### src/rtl/byte_decoder.sv
// Descrambling byte decoder with a 2-entry output buffer.
// A stalled consumer is flushed after TIMEOUT cycles.
module byte_decoder #(
   parameter logic [9:0]  KEY     = 10'h00a,
   parameter int unsigned SHIFT   = 2,
   parameter logic [31:0] TIMEOUT = 32'h17d7840
) (
   input  logic        clock,
   input  logic        reset_n,
   input  logic        in_valid,
   output logic        in_ready,
   input  logic [7:0]  in_data,
   output logic        out_valid,
   input  logic        out_ready,
   output logic [7:0]  out_data,
   output logic        timeout,
   output logic [15:0] byte_count
);

   typedef enum logic [1:0] {
      S_EMPTY,
      S_ONE,
      S_FULL
   } state_t;

   state_t      r_state;
   state_t      w_state_nxt;
   logic [7:0]  r_d0;
   logic [7:0]  r_d1;
   logic [7:0]  w_d0_nxt;
   logic [7:0]  w_d1_nxt;
   logic        r_live;
   logic [31:0] r_stall_cnt;
   logic [31:0] w_stall_nxt;
   logic [15:0] r_count;

   logic [7:0]  w_dec;
   logic        w_stall;
   logic        w_timeout;
   logic        w_ready;
   logic        w_push;
   logic        w_pop;

   // Key is aligned by SHIFT before mixing, evaluated at 10 bits.
   assign w_dec =
      8'((({2'b00, in_data} << SHIFT) ^ KEY) >> SHIFT);

   assign out_valid  = (r_state != S_EMPTY);
   assign out_data   = r_d0;
   assign byte_count = r_count;

   assign w_stall   = out_valid && !out_ready;
   assign w_timeout = w_stall &&
                      (r_stall_cnt == TIMEOUT - 32'd1);
   assign w_ready   = r_live && (r_state != S_FULL) &&
                      !w_timeout;
   assign w_push    = in_valid && w_ready;
   assign w_pop     = out_valid && out_ready;

   assign in_ready = w_ready;
   assign timeout  = w_timeout;

   always_comb begin
      w_state_nxt = r_state;
      w_d0_nxt    = r_d0;
      w_d1_nxt    = r_d1;
      if (w_timeout) begin
         w_state_nxt = S_EMPTY;
      end else begin
         unique case (r_state)
            S_EMPTY: begin
               if (w_push) begin
                  w_state_nxt = S_ONE;
                  w_d0_nxt    = w_dec;
               end
            end
            S_ONE: begin
               unique case ({w_push, w_pop})
                  2'b10: begin
                     w_state_nxt = S_FULL;
                     w_d1_nxt    = w_dec;
                  end
                  2'b01: w_state_nxt = S_EMPTY;
                  2'b11: w_d0_nxt = w_dec;
                  default: ;
               endcase
            end
            S_FULL: begin
               if (w_pop) begin
                  w_state_nxt = S_ONE;
                  w_d0_nxt    = r_d1;
               end
            end
            default: w_state_nxt = S_EMPTY;
         endcase
      end
   end

   // Counter saturates rather than wrapping.
   always_comb begin
      w_stall_nxt = 32'd0;
      if (w_stall && !w_timeout) begin
         if (r_stall_cnt != 32'hffff_ffff)
            w_stall_nxt = r_stall_cnt + 32'd1;
         else
            w_stall_nxt = r_stall_cnt;
      end
   end

   always_ff @(posedge clock or negedge reset_n) begin
      if (!reset_n) begin
         r_state     <= S_EMPTY;
         r_d0        <= 8'h00;
         r_d1        <= 8'h00;
         r_live      <= 1'b0;
         r_stall_cnt <= 32'd0;
         r_count     <= 16'h0000;
      end else begin
         r_state     <= w_state_nxt;
         r_d0        <= w_d0_nxt;
         r_d1        <= w_d1_nxt;
         r_live      <= 1'b1;
         r_stall_cnt <= w_stall_nxt;
         if (w_pop)
            r_count <= r_count + 16'd1;
      end
   end

endmodule
### config.mk
export PLATFORM = sky130hd
export DESIGN_NAME = byte_decoder
export DESIGN_NICKNAME = d
export VERILOG_FILES = /design/src/rtl/byte_decoder.sv
export SDC_FILE = /design/constraint.sdc
export NUM_CORES = 1
export LEC_CHECK = 0
export BUFFER_PORTS_ARGS = -buffer_cell sky130_fd_sc_hd__buf_2
export CAP_MARGIN = 10
export CELL_PAD_IN_SITES_DETAIL_PLACEMENT = 2
export CELL_PAD_IN_SITES_GLOBAL_PLACEMENT = 2
export CORE_UTILIZATION = 40
export DETAILED_ROUTE_END_ITERATION = 10
export HOLD_SLACK_MARGIN = 0.08
export PLACE_DENSITY_LB_ADDON = 0.1
export SYNTH_ARGS = -nofsm -noshare
export SYNTH_HDL_FRONTEND = slang
export SYNTH_SLANG_ARGS = --single-unit
### constraint.sdc
create_clock -name clock -period 6.4 [get_ports clock]
set_clock_uncertainty 0.1 [all_clocks]
set_input_delay 1.28 -clock clock [delete_from_list [all_inputs] [get_ports clock]]
set_output_delay 1.28 -clock clock [all_outputs]
set_load 0.03 [all_outputs]
# Yosys cells after proc, flatten, opt, wreduce, memory -nomap -nowiden
# Cells that the tools add are included.
# word_totals
mem_count	0
latch_bits	0
ram_bits	0
mem_bits_ro	0
register_bits	67
elab_cells	51
inputBits	12
# op_classes
mul	0
add_sub_neg	2
bitwise	2
div	0
reduce_logical	15
order_cmp	0
shift	0
n_mux	11
n_eq_ne	15
# op_table
operator	count
$mux W32	2
$add A32 B1 Y32 const B	1
$eq A32 B25 Y1 const B	1
$ne A32 B32 Y1 const B	1
$mux W8	3
$pmux W8 S3	1
$add A16 B1 Y16 const B	1
$logic_and A1 B1 Y1	7
$eq A2 B2 Y1 const B	3
$mux W2	3
$ne A2 B2 Y1 const B	3
$ne A3 B3 Y1 const B	2
$pmux W2 S3	1
$reduce_and A3 Y1	2
$reduce_and A5 Y1	1
$eq A2 B1 Y1 const B	2
$ne A2 B1 Y1 const B	2
$ne A4 B3 Y1 const B	1
$pmux W2 S2	1
$reduce_bool A3 Y1	1
$logic_not A1 Y1	2
$logic_not A2 Y1	1
$not A2 Y2	1
$reduce_bool A2 Y1	1
$not A1 Y1	1

# Longest topological paths before layout
# logic_depth
ltp_word	10
depth_mapped	8
ltp_nobuf	6

# Least setup slack after synthesis
# No wires, ideal clock.
# synth_path
path_type	in2out
start	in out_ready
end	out in_ready
path_buffers	0
slack_ps	2639
required_ps	5020
path_stages	2
arrival_ps	2381
path_cell_list	nor3_1 nor2_1
# synth_via
elab_chain_len	5
# synth_lines
item	line_no	source
start, declared	14	input logic out_ready,
$logic_not A1 Y1	52	assign w_stall = out_valid && !out_ready;
$logic_and A1 B1 Y1	52	
$logic_and A1 B1 Y1	53	assign w_timeout = w_stall &&
$logic_not A1 Y1	56	!w_timeout;
$logic_and A1 B1 Y1	55	assign w_ready = r_live && (r_state != S_FULL) &&
end, declared	11	output logic in_ready,
# Every way passes these cells.

# Final worst setup path
# layout_path
start	reg r_stall_cnt[9]
end	out in_ready
# layout_via
elab_chain_len	4
# layout_lines
item	line_no	source
start, declared	33	logic [31:0] r_stall_cnt;
start signal, assigned	123	r_stall_cnt <= w_stall_nxt;
$eq A32 B25 Y1	54	(r_stall_cnt == TIMEOUT - 32'd1);
$logic_and A1 B1 Y1	53	
$logic_not A1 Y1	56	
$logic_and A1 B1 Y1	55	
# Every way passes these cells.

==> key figures <==
Run status
  • Status: completed

Timing
  • Worst-Margin Slew: 1.10 ns
  • Hold Fails Final Rpt: 0
  • Relative slew slack: 0.257
  • Fin Hold WS: 0.374 ns
  • Period utilisation layout: 0.569
  • Post-route setup TNS: 0 ns
  • Slew Viols, Final: 0
  • Crit path time final: ~3.6 ns
  • RSZ-0062 raised after global routing: no
  • Finish-stage setup viols: 0
  • Fmax: about 270 MHz

GRT
  • Global-route wire length before repair: ~15000 µm
  • Largest net degree at the start of global routing: 68
  • Number of antenna violations at the first check in global routing: 0
  • Vias in the first global route: 3030
  • Grt total ovfl: 0
  • Total GRT Usage: 0.231

Logic synthesis
  • Synth top area share: 0.507
  • Syn_area_per_cell: about 10 µm²
  • Yosys reg bits: 67
  • Syn nets: 348
  • Mapped Area: 3310 µm²
  • Yosys warning count: 0
  • Cell taking the most area after synthesis: dfrtp_1
  • Synth area leaders: dfrtp_1 (51%), a21oi_1 (3.8%), nand2_1 (3.7%)
  • Library cells used by synthesis: between 40 and 50
  • Post-synth top flop: dfrtp_1
  • Syn Inst Count: around 330
  • Sequential fraction of the synthesis area: 0.507
  • EDFF count, synth: 0
  • Ys async rst share: 1.00

Routing
  • WL final: 9110 µm
  • WL/cell: 18.9 µm
  • Vias per inst: 5.91
  • Final ANT Viol Nets: 0
  • Vias post-DR: 2844
  • 1st-iter DRT viols: 89
  • Drt pass-1 iters: 6
  • DRC: 0

CTS
  • Hold buffers post-CTS: 0
  • Root Buffer: clkbuf_8
  • Clock sinks: 67
  • CTS tree: yes
  • Maximum buffer depth of the clock tree: 2
  • Post-CTS setup buffers: 0
  • Worst-Skew Late Latency: 0.35 ns
  • H-tree levels: 3
  • Cts repair resizes: 0
  • Clock buffer count from CTS: 9
  • Clock transition at path regs: 0.08 ns

Setup path
  • Worst Setup End Kind: output port
  • Critical Path AT: around 2.3 ns
  • Worst Path Required: 5.02 ns
  • Startpoint types: register
  • Critical path class: reg -> out
  • CP Max Fanout: 6

Cells and area
  • Diodes inserted: 0
  • Layout cells sized above 1: 0.182
  • Post-layout nets: 388
  • Synth-to-layout area growth: 14.7%
  • Final instance area: ~3800 µm²

Placed design
  • Detailed Place HPWL: roughly 6400 µm
  • Placed inst area: 3600 µm²
  • PortBufs: 38
  • GPL Wtd Cong: 0.796

Power
  • Peak supply drop: 0.000177 V
  • Leakage power: 1.56 nW
  • Cell Pwr Density: 273 nW/µm²

Floorplan
  • Die W: 93.0 µm
  • Num ports: 39
  • Initial Util: 0.422
  • Die Area: 8640 µm²
  • Core ar.: around 7800 µm²
  • Die Y: 93.0 µm
  • Num rows: 32

Hold path
  • Worst hold path class: reg -> reg

Run
  • Max Cap Violations: 0
==> critical path: stages (launching register included) <==
cell	delay [ns]
dfrtp_1	0.43
nor4_1	0.35
nand4_1	0.23
or3_1	0.45
nor3_1	0.21
nor2_1	0.07
buf_2	0.18
==> final cells by class <==
class / count / area [µm²]
clock buffer: 9 / 124
tap: 102 / 128
multi-input combinational: 250 / 1570
inverter: 5 / 18.8
timing repair buffer: 41 / 213
clock inverter: 7 / 68.8
sequential: 67 / 1680
fill: 865 / 4050
==> metrics by stage <==
step / setup slack [ns] / std cells / total power (W) / utilization
2_1_floorplan: 2.64 / 334 / 0.000625 / -
3_3_place_gp: 3.14 / 465 / 0.000684 / 0.459
3_5_place_dp: 3.11 / 465 / 0.000697 / 0.459
4_1_cts: 2.72 / 481 / 0.00105 / 0.484
5_1_grt: 2.58 / 481 / 0.00108 / 0.484
6_report: 2.76 / 481 / 0.00104 / 0.484
==> cell usage after synthesis, types with 2 or more instances <==
cell type / number
dfrtp_1: 67
nand2_1: 33
a21oi_1: 25
nor2_1: 25
nand3_1: 18
o21ai_0: 18
or3_1: 14
and4_1: 11
nand4_1: 11
or4_1: 11
xnor2_1: 11
a31oi_1: 10
o31ai_1: 10
nor3_1: 7
buf_2: 6
clkbuf_1: 6
mux2_2: 6
xor2_1: 6
and3_1: 5
inv_1: 5
ha_1: 2
mux2_1: 2
nor2b_1: 2
nor4_1: 2
nor4b_1: 2
==> placed cells by master (no fill, tap or decap), drive strengths merged, types with 2 or more instances in the layout <==
master,synthesis,layout
or4,11,11
nand3,19,19
xnor2,11,11
a21oi,25,25
and4,11,11
or3,14,14
inv,5,5
nand2,33,33
clkinvlp,0,2
mux2,8,8
buf,6,41
nor3,7,7
a31oi,10,10
o21ai,18,18
nor2,25,25
and3,5,5
xor2,6,6
ha,2,2
nor4b,3,3
clkinv,0,4
dfrtp,67,67
clkbuf,6,9
nor2b,2,2
nor4,3,3
o31ai,11,11
nand4,11,11
==> state kept, by name, summed over array words and instances, names as in the netlist <==
register,cells
out_data,8
r_state,2
r_stall_cnt,32
r_live,1
byte_count,16
r_d1,8
==> final timing paths <==
path	start	slack, ns	end	depth (start not counted)
worst max-delay path	r_stall_cnt[9]$_DFFE_PN0P_	2.76	in_ready	6
worst min-delay path	byte_count[15]$_DFFE_PN0P_	0.37	byte_count[15]$_DFFE_PN0P_	1
worst max register to register	r_stall_cnt[19]$_DFFE_PN0P_	3.55	r_stall_cnt[6]$_DFFE_PN0P_	5
worst min register to register	byte_count[15]$_DFFE_PN0P_	0.37	byte_count[15]$_DFFE_PN0P_	1
max in group asynchronous	reset_n	4.60	byte_count[7]$_DFFE_PN0P_	2
min in group asynchronous	reset_n	1.03	r_stall_cnt[21]$_DFFE_PN0P_	2
==> cell families after synthesis <==
kind of cell,synth area share
simple gates,0.249
other cells,0.00113
xor+xnor,0.0450
mux,0.0302
fa+ha+maj,0.00756
buf+inv,0.0216
compound gates,0.139
flops,0.507
==> layer usage <==
metal	GRT usage	vias up	part of all wire
met5	0	-	0
met4	0.0615	0	0.010
met3	0.0484	8	0.029
met2	0.410	45	0.52
met1	0.283	1469	0.44
li1	-	1322	-
==> power by group <==
group          switching (W)  leakage (nW)  total (W)  internal, W
registers          0.0000378         0.885   0.000507     0.000469
clock network       0.000172        0.0950   0.000351     0.000178
logic               0.000120         0.583   0.000179    0.0000599
total               0.000330          1.56    0.00104     0.000707
No activity file was read; power rests on OpenSTA's default activity.
